==> src/rtl/fifo_word_packer.sv <==
// Packs RATIO FWFT FIFO entries (little-endian) into one wide word on a valid/ready port.
// A partial word with a lane mask is emitted on flush or after an idle timeout.
module fifo_word_packer #(
    parameter int unsigned IN_WIDTH = 8,
    parameter int unsigned RATIO    = 4,
    parameter int unsigned TIMEOUT  = 16
) (
    input  logic                         clk,
    input  logic                         rst,
    input  logic                         fifo_empty,
    output logic                         fifo_rd_en,
    input  logic [IN_WIDTH-1:0]          fifo_dout,
    input  logic                         flush,
    output logic                         m_valid,
    input  logic                         m_ready,
    output logic [IN_WIDTH*RATIO-1:0]    m_data,
    output logic [RATIO-1:0]             m_keep
);

    localparam int unsigned CW = $clog2(RATIO);
    localparam int unsigned TW = (TIMEOUT > 0) ? $clog2(TIMEOUT + 1) : 1;
    localparam int unsigned AW = (RATIO - 1) * IN_WIDTH;
    localparam logic [CW-1:0] LastLane = CW'(RATIO - 1);
    localparam logic [TW-1:0] TimerMax = TW'(TIMEOUT);

    logic [AW-1:0]             acc_q, acc_d;
    logic [CW-1:0]             cnt_q, cnt_d;
    logic [TW-1:0]             timer_q, timer_d;
    logic                      m_valid_d;
    logic [IN_WIDTH*RATIO-1:0] m_data_d;
    logic [RATIO-1:0]          m_keep_d;

    logic out_free, take, full, partial, load, timed_out;
    logic [IN_WIDTH*RATIO-1:0] word;
    logic [RATIO-1:0]          keep;

    always_comb begin
        out_free  = !m_valid || m_ready;
        take      = !fifo_empty && (cnt_q != LastLane || out_free);
        full      = take && (cnt_q == LastLane);
        timed_out = (TIMEOUT != 0) && (timer_q == TimerMax) && (cnt_q != '0);
        partial   = out_free && !full && ((flush && (cnt_q != '0 || take)) || timed_out);
        load      = full || partial;

        // Assemble filled lanes plus this cycle's pop; lanes beyond it stay zero.
        word  = '0;
        keep  = '0;
        acc_d = acc_q;
        for (int k = 0; k < RATIO - 1; k++) begin
            if (CW'(k) < cnt_q) begin
                word[k*IN_WIDTH +: IN_WIDTH] = acc_q[k*IN_WIDTH +: IN_WIDTH];
                keep[k]                      = 1'b1;
            end else if (take && CW'(k) == cnt_q) begin
                word[k*IN_WIDTH +: IN_WIDTH]  = fifo_dout;
                keep[k]                       = 1'b1;
                acc_d[k*IN_WIDTH +: IN_WIDTH] = fifo_dout;
            end
        end
        if (full) begin
            word[(RATIO-1)*IN_WIDTH +: IN_WIDTH] = fifo_dout;
            keep[RATIO-1]                        = 1'b1;
        end

        cnt_d = cnt_q;
        if (load) begin
            cnt_d = '0;
        end else if (take) begin
            cnt_d = cnt_q + CW'(1);
        end

        timer_d = timer_q;
        if (take || load || cnt_q == '0) begin
            timer_d = '0;
        end else if (timer_q != TimerMax) begin
            timer_d = timer_q + TW'(1);
        end

        m_valid_d = m_valid;
        m_data_d  = m_data;
        m_keep_d  = m_keep;
        if (load) begin
            m_valid_d = 1'b1;
            m_data_d  = word;
            m_keep_d  = keep;
        end else if (m_valid && m_ready) begin
            m_valid_d = 1'b0;
        end

        fifo_rd_en = take;
    end

    always_ff @(posedge clk or posedge rst) begin
        if (rst) begin
            acc_q   <= '0;
            cnt_q   <= '0;
            timer_q <= '0;
            m_valid <= 1'b0;
            m_data  <= '0;
            m_keep  <= '0;
        end else begin
            acc_q   <= acc_d;
            cnt_q   <= cnt_d;
            timer_q <= timer_d;
            m_valid <= m_valid_d;
            m_data  <= m_data_d;
            m_keep  <= m_keep_d;
        end
    end

endmodule

==> config.mk <==
export PLATFORM = sky130hd
export DESIGN_NAME = fifo_word_packer
export DESIGN_NICKNAME = d
export VERILOG_FILES = /design/src/rtl/fifo_word_packer.sv
export SDC_FILE = /design/constraint.sdc
export NUM_CORES = 1
export LEC_CHECK = 0
export CAP_MARGIN = 20
export CORE_MARGIN = 2
export CORE_UTILIZATION = 62
export CTS_BUF_LIST = sky130_fd_sc_hd__clkbuf_16
export DETAILED_ROUTE_END_ITERATION = 10
export DONT_BUFFER_PORTS = 1
export GPL_TIMING_DRIVEN = 0
export PLACE_DENSITY = 0.84
export SLEW_MARGIN = 10
export SYNTH_ARGS = -nofsm -noshare
export SYNTH_HDL_FRONTEND = slang
export SYNTH_SLANG_ARGS = --single-unit
export TNS_END_PERCENT = 100
==> constraint.sdc <==
create_clock -name clk -period 2.8 [get_ports clk]
set_clock_uncertainty 0.1 [all_clocks]
set_input_delay 0.84 -clock clk [delete_from_list [all_inputs] [get_ports clk]]
set_output_delay 0.84 -clock clk [all_outputs]
set_load 0.01 [all_outputs]
==> results_dict.tcl, run 1 <==
set metrics [dict create \
    dp_hpwl_mm 3.95 \
    rows 25 \
    cp-start-kind "flop" \
    antenna_found_initial 0 \
    period_share_pct 92.9 \
    grt_pass1_wl_mm 9.65 \
    via_per_inst 5.96 \
    clk_latency_ps 330 \
    m1WireLength_mm 2.55 \
    io-pin-count 51 \
    worst-path-buf-inv 1 \
    ys_seq_elements 68 \
    cts_buffer_depth 2 \
    min_period_ps 2600 \
    floorplan.initialDensity_pct 64.3 \
    avgSynthCellArea_sq_um 14.0 \
    postCtsSetupRepairBufs 0 \
    synth_adder_area_share_pct 2.47 \
    drv_slew 0 \
    nets 247 \
    drcViolationCount 0 \
    cp_cell_sequence "ha_1 > and3b_1 > buf_2 > nor2_2" \
    syn_area_sq_um 3040 \
    fmax_mhz 385 \
    hp-class "flop to flop" \
    synth-async-reset-ratio_pct 100 \
    synth_xor_area_share_pct 1.44 \
    dieArea_sq_um 5470 \
    postRouteAntennaNets 0 \
    grt.total_usage_pct 24.5 \
    n_fill_cell 295 \
    htreeDepth 3 \
    fp.dieW_um 74.0 \
    crit_fanout 7 \
    numCtsBuffers 9 \
    post-route-util_pct 73.4 \
    synth_edf_count 0 \
    hold-worst-slack_ps 405 \
    critical-path-slowest-cell "dfrtp_1" \
    clock-sinks 68 \
    slew_headroom_pct 45.9 \
    top_layer "met4" \
    drv_cap 0 \
    rsz0062_at_grt "false" \
    power_density_nw_per_um2 1150 \
    cp_top_family "simple AND/OR/NAND/NOR gates" \
    grt_pass1_vias 1912 \
    status "completed" \
    yosysSeqAreaShare_pct 56.1 \
    die_y_um 74.0 \
    muxShareOfSynthArea_pct 20.1 \
    drive_gt1_share_pct 34.8 \
    wl_met2_mm 3.04 \
    p_leak_nw 1.61 \
    dr.pass1.iters 4 \
    ys_types 31 \
    synth_most_common_cell "dfrtp_1" \
    worst-endpoint-required_ps 1860 \
    worst_slew_pin_slew_ps 812 \
    wl_met3_um 418 \
    area_growth_pct 14.1 \
    wire_per_inst_um 20.3 \
    synthTopCellsByArea "dfrtp_1 (56%), mux2_2 (16%), a22o_1 (9.5%)" \
    synthFlopType "dfrtp_1" \
    worst-setup-path-type "flop to output port" \
    grt_max_degree 69 \
    syn_inst 217 \
    insertedDiodeCount 0 \
    synthSimpleGateAreaFrac_pct 5.32 \
    cp-end-kind "output port" \
    synth_top_family_by_area "multiplexers" \
    synth_top_area_share_pct 56.1 \
    ir_drop_uv 707 \
    port_buffers 0 \
    crit_path_max_incr_delay_ps 440 \
    critPathArrivalTime_ps 1660 \
    hold_violations 0 \
    clk_pin_slew_worst_paths_ps 60 \
    synth_nets 236 \
    num_vias 1789 \
    ys_warn_count 0 \
    setup_viol 0 \
    cts_tree "built" \
    gp_congestion 0.768 \
    synth-compound-area-share_pct 11.3 \
    yosysTopAreaCell "dfrtp_1" \
    grt.overflow.total 0 \
    initialDrtViolationCount 99 \
    core_sq_um 4720 \
    cts-root-buf "clkbuf_16" \
    wirelength_mm 6.10 \
    synth_common_cells "dfrtp_1 (68), mux2_2 (43), a22o_1 (33), nor2_1 (10)" \
]
kinds of logic (layout without fill, tap and decap cells):
logic type      Yosys count  in the layout
simple gates             26             26
flops                    68             68
fa+ha+maj                 6              6
xor+xnor                  5              5
mux                      52             52
buf+inv                  20             36
compound gates           40             40
worst reg2reg max path, stage by stage (launching register included):
cell and delay, ps:
dfrtp_1 440, clkbuf_1 430, inv_1 150, ha_1 250, inv_1 110, clkbuf_1 410
a22o_1 230, nand2_1 70, a32o_1 210
timing repair:
action | 4_1_cts | 5_1_grt
gates resized for setup | 0 | 1
endpoints found under the setup margin | 0 | 1
hold buffers | 0 | 0
state kept, by name, summed over array words and instances (netlist names):
signal   cells
m_valid      1
cnt_q        2
timer_q      5
m_data      32
m_keep       4
acc_q       24
worst paths after layout:
path	slack, ps	startpoint	to	cells after the start
setup / recovery	200	cnt_q[1]$_DFFE_PP0P_	fifo_rd_en	4
hold / removal	400	acc_q[9]$_DFFE_PP0P_	acc_q[9]$_DFFE_PP0P_	1
setup reg to reg	280	cnt_q[1]$_DFFE_PP0P_	cnt_q[1]$_DFFE_PP0P_	8
hold reg to reg	400	acc_q[9]$_DFFE_PP0P_	acc_q[9]$_DFFE_PP0P_	1
max in group asynchronous	1620	rst	m_data[6]$_DFFE_PP0P_	1
min in group asynchronous	440	rst	m_data[26]$_DFFE_PP0P_	1
area by class of cell:
class                      instances  area [sq um]  share of cell area, %
tap                               67          83.8                   2.42
clock buffer                       9           225                   6.50
clock inverter                     7           115                   3.32
multi-input combinational        129          1230                   35.6
sequential                        68          1700                   49.1
inverter                           7          28.8                  0.831
buffer                            13          75.1                   2.17
routing by layer:
layer | GRT usage [%] | vias to the layer above
met5 | 0 | -
met1 | 30.4 | 905
li1 | - | 815
met3 | 7.86 | 11
met2 | 39.7 | 58
met4 | 10.1 | 0
cells in the final DEF (no fill, tap or decap), types with 2 or more instances in the layout:
master      count
buf_6           2
a22o_1         33
xor2_1          2
clkbuf_16       9
dfrtp_1        68
clkinvlp_4      2
and2_1          2
mux2_4          7
mux2_2         43
ha_1            6
clkbuf_1        4
mux2i_1         2
nor2_1          9
buf_2           6
xnor2_1         3
bufinv_16       3
inv_1           6
nand3_1         2
clkinv_2        2
nand2b_1        2
nand2_1         4
report_power, final:
part	switching, mW	internal (mW)
Clock	0.412	0.865
Sequential	0.317	1.35
Combinational	0.450	0.602
Total	1.18	2.82
metrics by stage:
step	cell area [sq um]	setup TNS [ps]	setup slack, ps	power [mW]	std cells
after CTS	3460	0	34.2	4.02	300
final	3460	0	200	4.00	300
after floorplan	3040	0	148	2.48	217
after global routing	3460	0	111	4.21	300
after global placement	3120	-32920	-487	2.65	284
after detailed placement	3120	0	217	2.72	284
No activity file was read; power rests on OpenSTA's default activity.
==> run 2, diff against run 1 <==
Settings changed: CAP_MARGIN 20 to unset.
==> results of run 2 <==
The final DEF is identical to that of run 1; final timing and power are the same.
==> run 3, diff against run 2 <==
Settings changed: SLEW_MARGIN 10 to 25.
==> results_dict.tcl, run 3 (synthesis gave the netlist of run 1 again) <==
set metrics [dict create \
    status "completed" \
    crit_fanout 7 \
    die_y_um 74.0 \
    post-route-util_pct 73.2 \
    grt.total_usage_pct 24.1 \
    dr.pass1.iters 6 \
    cts_tree "built" \
    initialDrtViolationCount 92 \
    grt_pass1_wl_mm 9.44 \
    setup_viol 0 \
    gp_congestion 0.768 \
    cts_hold_buf 0 \
    cp-start-kind "flop" \
    drv_cap 0 \
    critPathArrivalTime_ps 1690 \
    critical-path-slowest-cell "dfrtp_1" \
    p_sw_share_pct 29.7 \
    p_comb_share_pct 27.2 \
    wire_per_inst_um 20.1 \
    final_cell_mix "dfrtp_1 (68), mux2_2 (43), a22o_1 (33), nor2_1 (9), clkbuf_16 (9)" \
    worst-path-buf-inv 1 \
    p_clk_share_pct 29.9 \
    reg2reg_depth 8 \
    power_frac_seq_pct 42.9 \
    regToRegSetupSlack_ps 280 \
    drv_slew 0 \
    floorplan.initialDensity_pct 64.3 \
    dieArea_sq_um 5470 \
    fmax_mhz 380 \
    largest_reg_flops 32 \
    power_density_nw_per_um2 1120 \
    clock-sinks 68 \
    via_per_inst 6.01 \
    hp-class "primary input to async pin" \
    wirelength_mm 6.04 \
    core_sq_um 4720 \
    drcViolationCount 0 \
    crit_path_max_incr_delay_ps 440 \
    fp.dieW_um 74.0 \
    cp_cell_sequence "ha_1 > and3b_1 > buf_2 > nor2_2" \
    io-pin-count 51 \
    ir_drop_uv 590 \
    power_mw 3.87 \
    reg_top3 "m_data (32), acc_q (24), timer_q (5)" \
    tns_ps 0 \
    drive_gt1_share_pct 33.8 \
    insertedDiodeCount 0 \
    rsz0062_at_grt "false" \
    postRouteAntennaNets 0 \
    cp_top_family "simple AND/OR/NAND/NOR gates" \
    hold_violations 0 \
    min_period_ps 2630 \
    p_leak_nw 1.62 \
    nets 248 \
    final_common_cell "dfrtp_1" \
    grt_pass1_vias 1883 \
    dp_hpwl_mm 4.04 \
    slew_headroom_pct 65.6 \
    area_growth_pct 13.9 \
    grt_max_degree 56 \
    worst-endpoint-required_ps 1860 \
    top_register "m_data" \
    period_share_pct 94.0 \
    htreeDepth 3 \
    num_vias 1808 \
    cts_buffer_depth 2 \
    rr_startpoint "cnt_q[1]$_DFFE_PP0P_" \
    port_buffers 0 \
    r2r-end "cnt_q[1]$_DFFE_PP0P_" \
    cts-root-buf "clkbuf_16" \
    worst-setup-path-type "flop to output port" \
    numCtsBuffers 9 \
    postCtsSetupRepairBufs 0 \
    clk_pin_slew_worst_paths_ps 50 \
    dp.cells 285 \
    worst_slew_pin_slew_ps 514 \
    grt.overflow.total 0 \
    antenna_found_initial 0 \
    clk_latency_ps 330 \
    p_sw_mw 1.15 \
    cp-end-kind "output port" \
    p_int_mw 2.72 \
    finalNonFillerCells 301 \
    rows 25 \
]
## run 3: per-stage QoR
step	setup slack (ps)	instance area [sq um]	hold slack [ps]
after floorplan	148	3040	381
after global placement	-487	3120	390
after detailed placement	208	3150	396
after CTS	168	3460	202
after global routing	88.1	3460	203
final	167	3460	202
## run 3: area by class of cell
type | count | area, sq um
sequential | 68 | 1700
inverter | 7 | 28.8
timing repair buffer | 1 | 27.5
buffer | 13 | 75.1
tap | 67 | 83.8
clock inverter | 7 | 81.3
clock buffer | 9 | 225
fill | 293 | 1260
multi-input combinational | 129 | 1230
## run 3: routing by layer
metal	track usage (%)	wire length, um
met3	7.86	452
met1	30.4	2560
met4	13.7	157
met2	36.8	2860
met5	0	0
## run 3: power by group through the flow
| stage | combinational [mW] | clock (mW) | sequential (mW) |
|---|---|---|---|
| after floorplan | 0.883 | 0 | 1.60 |
| after global placement | 0.995 | 0 | 1.65 |
| after detailed placement | 1.05 | 0 | 1.67 |
| after CTS | 1.06 | 1.17 | 1.66 |
| after global routing | 1.15 | 1.23 | 1.71 |
| final | 1.05 | 1.16 | 1.66 |
## run 3: how the worst max path moves through the flow
stage / start / depth (start not counted) / endpoint
after global routing: cnt_q[1]$_DFFE_PP0P_ / 4 / fifo_rd_en
after detailed placement: m_ready / 3 / fifo_rd_en
after global placement: rst / 1 / m_data[9]$_DFFE_PP0P_
after CTS: cnt_q[1]$_DFFE_PP0P_ / 4 / fifo_rd_en
final: cnt_q[1]$_DFFE_PP0P_ / 4 / fifo_rd_en
after floorplan: rst / 1 / acc_q[0]$_DFFE_PP0P_
## run 3: worst register-to-register path, cell delays in order, from the launching register on
cell,delay (ps)
dfrtp_1,440
clkbuf_1,420
inv_1,150
ha_1,250
inv_1,120
clkbuf_1,410
a22o_1,230
nand2_1,80
a32o_1,210
## run 3: what timing repair did
| item | in CTS | in global routing |
|---|---|---|
| resized for setup | 1 | 0 |
| endpoints found under the hold margin | 0 | 0 |
| setup endpoints to repair | 1 | 0 |
